==> config.mk <==
export PLATFORM = sky130hd
export DESIGN_NAME = game_timer_bcd
export DESIGN_NICKNAME = d
export VERILOG_FILES = /design/src/rtl/game_timer_bcd.sv
export SDC_FILE = /design/constraint.sdc
export NUM_CORES = 1
export LEC_CHECK = 0
export ABC_AREA = 1
export BUFFER_PORTS_ARGS = -buffer_cell sky130_fd_sc_hd__buf_2
export CORE_MARGIN = 5
export CORE_UTILIZATION = 60
export CTS_BUF_LIST = sky130_fd_sc_hd__clkbuf_2 sky130_fd_sc_hd__clkbuf_4 sky130_fd_sc_hd__clkbuf_8
export DETAILED_ROUTE_END_ITERATION = 8
export PLACE_DENSITY = 0.92
export SETUP_SLACK_MARGIN = 0.5
export SLEW_MARGIN = 20
export SYNTH_ARGS = -nofsm -noshare
export SYNTH_HDL_FRONTEND = slang
export SYNTH_SLANG_ARGS = --single-unit
==> constraint.sdc <==
create_clock -name clk -period 2.55 [get_ports clk]
set_input_delay 0.3825 -clock clk [delete_from_list [all_inputs] [get_ports clk]]
set_output_delay 0.3825 -clock clk [all_outputs]
set_load 0.01 [all_outputs]
==> src/rtl/game_timer_bcd.sv <==
// -----------------------------------------------------------------------------
// game_timer_bcd
//   Elapsed-time counter for the minesweeper game. A start pulse clears and
//   (re)starts the count; stop freezes it. Four BCD digits feed the 7-segment
//   display mux directly. Single clock domain (VGA pixel clock).
//
//   Optional build macro: GAME_TIMER_MMSS_EN
//     undefined : plain decimal seconds 0000..9999
//     defined   : minutes:seconds, hex3:hex2 = 00..99, hex1:hex0 = 00..59
//
// Parameters
//   CLK_HZ    clk frequency in Hz; the prescaler divides by exactly this (>= 2)
//
// Ports
//   clk       pixel clock
//   rst       asynchronous, active-high reset
//   start     single-cycle pulse: clear everything and enter RUN (any state)
//   stop      level: RUN -> HALT (ignored in IDLE/HALT, loses to start)
//   hex3..0   BCD digits, hex3 most significant
//   running   high while in RUN (state visibility for checkers)
//   overflow  sticky: the count saturated at its maximum
//
// Input protocol: there is no handshake. start is sampled on every rising
//   edge and acts on each cycle it is high; stop is a level sampled on every
//   rising edge. All outputs are registered.
// -----------------------------------------------------------------------------
module game_timer_bcd #(
  parameter int CLK_HZ = 65_000_000
) (
  input  logic       clk,
  input  logic       rst,
  input  logic       start,
  input  logic       stop,
  output logic [3:0] hex3,
  output logic [3:0] hex2,
  output logic [3:0] hex1,
  output logic [3:0] hex0,
  output logic       running,
  output logic       overflow
);

  localparam int            PW         = $clog2(CLK_HZ);
  localparam logic [PW-1:0] PRESC_LAST = PW'(CLK_HZ - 1);

`ifdef GAME_TIMER_MMSS_EN
  // Tens-of-seconds digit wraps after 5 so the low pair reads 00..59.
  localparam logic [3:0] D1_LAST = 4'd5;
`else
  localparam logic [3:0] D1_LAST = 4'd9;
`endif

  typedef enum logic [1:0] {
    IDLE = 2'd0,
    RUN  = 2'd1,
    HALT = 2'd2
  } state_t;

  state_t        state;
  logic [PW-1:0] presc;

  logic          tick;
  logic          at_max;
  logic [3:0]    n3, n2, n1, n0;

  // The prescaler wrap cycle is the 1 s tick.
  assign tick   = (presc == PRESC_LAST);
  assign at_max = (hex3 == 4'd9) && (hex2 == 4'd9) &&
                  (hex1 == D1_LAST) && (hex0 == 4'd9);

  // Ripple-carry BCD increment of the current digits.
  always_comb begin
    n0 = hex0 + 4'd1;
    n1 = hex1;
    n2 = hex2;
    n3 = hex3;
    if (hex0 == 4'd9) begin
      n0 = 4'd0;
      n1 = hex1 + 4'd1;
      if (hex1 == D1_LAST) begin
        n1 = 4'd0;
        n2 = hex2 + 4'd1;
        if (hex2 == 4'd9) begin
          n2 = 4'd0;
          n3 = hex3 + 4'd1;
        end
      end
    end
  end

  always_ff @(posedge clk or posedge rst) begin
    if (rst) begin
      state    <= IDLE;
      presc    <= '0;
      hex3     <= 4'd0;
      hex2     <= 4'd0;
      hex1     <= 4'd0;
      hex0     <= 4'd0;
      running  <= 1'b0;
      overflow <= 1'b0;
    end else if (start) begin
      // start wins over stop and restarts the prescaler phase.
      state    <= RUN;
      presc    <= '0;
      hex3     <= 4'd0;
      hex2     <= 4'd0;
      hex1     <= 4'd0;
      hex0     <= 4'd0;
      running  <= 1'b1;
      overflow <= 1'b0;
    end else begin
      case (state)
        RUN: begin
          if (stop) begin
            // stop wins over a coincident tick: digits keep their value.
            state   <= HALT;
            presc   <= '0;
            running <= 1'b0;
          end else if (tick) begin
            presc <= '0;
            if (at_max) begin
              state    <= HALT;
              running  <= 1'b0;
              overflow <= 1'b1;
            end else begin
              hex3 <= n3;
              hex2 <= n2;
              hex1 <= n1;
              hex0 <= n0;
            end
          end else begin
            presc <= presc + PW'(1);
          end
        end
        HALT: begin
          presc   <= '0;
          running <= 1'b0;
        end
        default: begin
          state   <= IDLE;
          presc   <= '0;
          running <= 1'b0;
        end
      endcase
    end
  end

endmodule

# Word-level counts from Yosys, hierarchy flattened
# Cells that the tools add are included.
totals:
  out_inout_bits: 18
  in_bits: 4
  word_cells: 89
  reg_bits: 46
op_classes:
  n_addsub: 5
  reduce_logical: 16
  n_eq_ne: 12
  mux: 48
ops:
  columns: ["op", "n"]
  rows:
  - ["$mux W4", 29]
  - ["$mux W26", 4]
  - ["$add A26 B1 Y26 const B", 1]
  - ["$eq A26 B26 Y1 const B", 1]
  - ["$add A4 B1 Y4 const B", 4]
  - ["$eq A4 B4 Y1 const B", 4]
  - ["$reduce_bool A2 Y1", 6]
  - ["$mux W1", 10]
  - ["$mux W2", 4]
  - ["$ne A4 B4 Y1 const B", 2]
  - ["$reduce_and A4 Y1", 2]
  - ["$reduce_and A7 Y1", 1]
  - ["$ne A2 B2 Y1 const B", 3]
  - ["$reduce_and A6 Y1", 1]
  - ["$reduce_and A5 Y1", 1]
  - ["$pmux W2 S2", 1]
  - ["$logic_and A1 B1 Y1", 3]
  - ["$reduce_and A3 Y1", 1]
  - ["$eq A2 B1 Y1 const B", 1]
  - ["$eq A2 B2 Y1 const B", 1]
  - ["$reduce_and A2 Y1", 1]

# Depth between registers and ports, before layout
logic_depth:
  ltp_word: 9
  depth_mapped: 11
  mapped_depth_nobuf: 11

# Worst setup path after synthesis
# No wires, ideal clock.
synth_timing:
  kind: "reg2reg"
  startpoint: "register hex1[1]"
  endpoint: "register hex3[0]"
  path_buffers: 0
  synth_period_minus_slack_ns: 1.655
  stages_incl_launch_ff: 12
  setup_time_ns: 0.118
  slack_ns: 0.895
  t_arrival_ns: 1.537
  required_time_ns: 2.432
  cell_sequence: "dfrtp_1 > inv_1 > ha_1 > nand2_1 > nor2_2 > inv_1 > nand2_1 > nand2_1 > nor2_1 > nand3_2 > nand2_1 > nand2_1"
synth_via:
  elab_chain_len: 5
  elab_cells_between_ends: 6
  cone_classes: "eq/ne (2); reduce/logical (4)"
synth_lines:
  columns: ["element", "line_no", "source"]
  rows:
  - ["start: declaration", "36", "output logic [3:0] hex1,"]
  - ["start signal: assignment", "127", "hex1 <= n1;"]
  - ["$eq A4 B4 Y1 (*)", "68, 79", null]
  - ["$logic_and A1 B1 Y1", "67", "assign at_max = (hex3 == 4'd9) && (hex2 == 4'd9) &&"]
  - ["$logic_and A1 B1 Y1", "68", "(hex1 == D1_LAST) && (hex0 == 4'd9);"]
  - ["$ne A2 B2 Y1 (no line)", null, null]
  - ["$reduce_and A7 Y1 (no line) (*)", null, null]
  - ["end signal: assignment", "125", "hex3 <= n3;"]
  - ["end: declaration", "34", "output logic [3:0] hex3,"]
# Mark *: on every way between the ends. The rest lies on a longest branch, timed or not.
# A chain may end at the register's enable or synchronous reset.

# Worst setup path in the final report
layout_timing:
  startpoint: "register hex3[0]"
  endpoint: "register hex1[3]"
layout_via:
  elab_chain_len: 6
layout_lines:
  columns: ["element", "line_no"]
  rows:
  - ["$eq A4 B4 Y1", "67"]
  - ["$logic_and A1 B1 Y1 (2 in a row)", "67"]
  - ["$logic_and A1 B1 Y1", "68"]
  - ["$ne A2 B2 Y1 (no line)", null]
  - ["$reduce_and A5 Y1 (no line)", null]
# Every way passes these cells.

==> out/results.txt <==
Status = complete, no violations
Post-Syn Nets = 400
Synth cell types = 32
Worst slew pin tran = 0.421 ns
First-pass GRT wire length = 10800 microns
TritonCTS clock tree = built
PwrDens = 539 nW/um^2
Finished layout cell area = 3050 sq um
FF-to-FF End = hex1[3]
# Post-CTS Setup Buffers = 0
Count of port buffers added during placement = 21
Most area-hungry cell type in the Yosys netlist = dfrtp_1
Die width = 78.1 microns
I/O pin count = 22
Number of global-route vias before repair = 2405
Cells after Synth = 387
Detailed Route WL = 6210 microns
Final hold violations = 0
Placed cell area = 2930 sq um
Tmin final = 1.85 ns
Share of cells above drive strength 1 = 0.121
Setup TNS = 0 ns
Total power = 1.64 mW
Leakage = 1.45 nW
Reg2Reg Setup Slack = 0.70 ns
# DRC = 0
RSZ-0062 raised after global routing = false
CP Class = flop to flop
Critical Path Sink Type = flop
WL per Instance = 13.3 microns
Placed insts = 457
CP startpoint = hex3[0]
Core ar. = 4410 sq um
Post-DR vias/cell = 5.62
Clock Path Buffers = 2
Crit path launch type = flop
Largest net degree at the start of global routing = 33
Skew final = 0.0106 ns
CTS Sinks = 46
1st-iter DRT viols = 328
Yosys warns = 0
Worst ir drop on vdd = 0.311 mV
Routability Congestion = 0.947
Crit path DAT = 2.10 ns
GRT Total Usage = 0.213
Mapped Avg Cell Area = 7.18 sq um
Hold slack = 0.0192 ns
Pre-antenna DRT Iters = 6
CTS root buf = clkbuf_8
Worst min path class = input port to asynchronous set/reset pin
Clock insertion delay at the later pin of the skew report = 0.30 ns
Via count = 2615
Crit-path max FO = 6
Final setup viols = 0
Commonest cells post-synth = 107 x nand2_1, 81 x nor2_1, 46 x dfrtp_1
P&R area growth vs syn = 9.77%
Die extent in y = 78.1 microns
Synth Register Bits = 46
Worst endpoint required time = 2.80 ns
Area share of the largest cell type after synthesis = 0.414
Final Non-Filler Cells = 465
DIE AREA = 6090 sq um
Synth area leaders = dfrtp_1 41%, nand2_1 14%, nor2_1 11%
Worst-path clk slew = 0.09 ns
Most common cell in the netlist = nand2_1
Async S/R FF share, synth = 1.00
Overflow after GRT = 0
Slew margin rel. = 0.720
Ant diodes = 0
Final HPWL DP = 4450 microns
ANT nets after route = 0
Initial antenna violation count = 0
Total CTS buffers = 5
Reg2Reg Launch Point = hex3[0]
Initial Utilization = 0.630
Hold_buf cts = 0
FP Rows = 24
Max H-tree Level = 2
Period utilisation layout = 0.724
Max-Cap Viols = 0
Sequential area share after synthesis = 0.414
Nets@finish = 425
Synthesized cell area = 2780 sq um
FMAX = 542 MHz
Worst r2r path cells = 9
Ys flop type = dfrtp_1
EDFF count, synth = 0
Slew Limit Fails = 0
-- area by class of cell --
class	instances	area [sq um]
Multi-Input combinational cell	297	1460
Clock inverter	3	40.0
Inverter	40	153
Fill cell	354	1360
Timing Repair Buffer	22	113
Clock buffer	5	68.8
Sequential cell	46	1150
Tap cell	52	65.1
-- cell families after synthesis --
logic type | Yosys count | share of synthesized area
DFF | 46 | 0.414
xor gates and xnor gates | 11 | 0.0347
adders and majority gates | 9 | 0.0405
AOI/OAI and AO/OA | 15 | 0.0284
and+or+nand+nor | 262 | 0.417
buffers and inverters | 44 | 0.0648
-- repair_timing --
item                                    CTS  global route
endpoints found under the setup margin   16            18
cloned                                    0             0
resized for setup                         1             4
pin swaps                                 0             1
-- report_power, final --
part / switching [mW] / internal [mW] / leakage [nW] / total (mW)
Combinational: 0.160 / 0.0988 / 0.763 / 0.259
Sequential: 0.0654 / 0.776 / 0.627 / 0.841
Clock: 0.255 / 0.289 / 0.0579 / 0.544
-- layout by cell type, fill, tap and decap left out, types with 3 or more instances in the layout --
cell and instances:
xor2_1 7, buf_2 21, a21oi_1 8, xnor2_1 4, inv_1 38, nor2_2 8
ha_1 9, nand4_1 10, nor2_1 79, nand2_1 106, nor3_1 5, clkbuf_8 5
dfrtp_1 46, nand3_1 36, o21ai_0 3
-- how the worst max path moves through the flow --
stage | end | slack (ns)
2_1_floorplan | hex3[0] | 0.90
3_3_place_gp | hex2[0] | 0.57
3_5_place_dp | hex0[3] | 0.50
4_1_cts | hex0[2] | 0.64
5_1_grt | hex1[2] | 0.52
6_report | hex1[3] | 0.70
-- sequential cells by signal, indices dropped and copies added (netlist names) --
name / flops
hex0: 4
hex1: 4
hex2: 4
hex3: 4
overflow: 1
presc: 26
running: 1
state: 2
-- per-stage QoR --
stage	setup WS (ns)	utilization
after floorplan	0.895	-
after global placement	0.570	0.663
after detailed placement	0.498	0.663
after CTS	0.645	0.688
after global routing	0.524	0.691
final	0.704	0.691
-- critical path, stage by stage, from the launching register on --
cell and delay (ns):
dfrtp_1 0.47, ha_1 0.19, nand3_1 0.10, nor2_1 0.21, nand4_1 0.30, nand3_1 0.16, inv_1 0.10, nand2_1 0.14
nand2_1 0.08, nand2_1 0.06
-- metal layers --
layer / global-route usage / wire length (microns)
met5: 0 / 0
met4: 0.0709 / 53
met3: 0.0378 / 430
met2: 0.330 / 2910
met1: 0.302 / 2810
(Power assumes the default switching activity.)
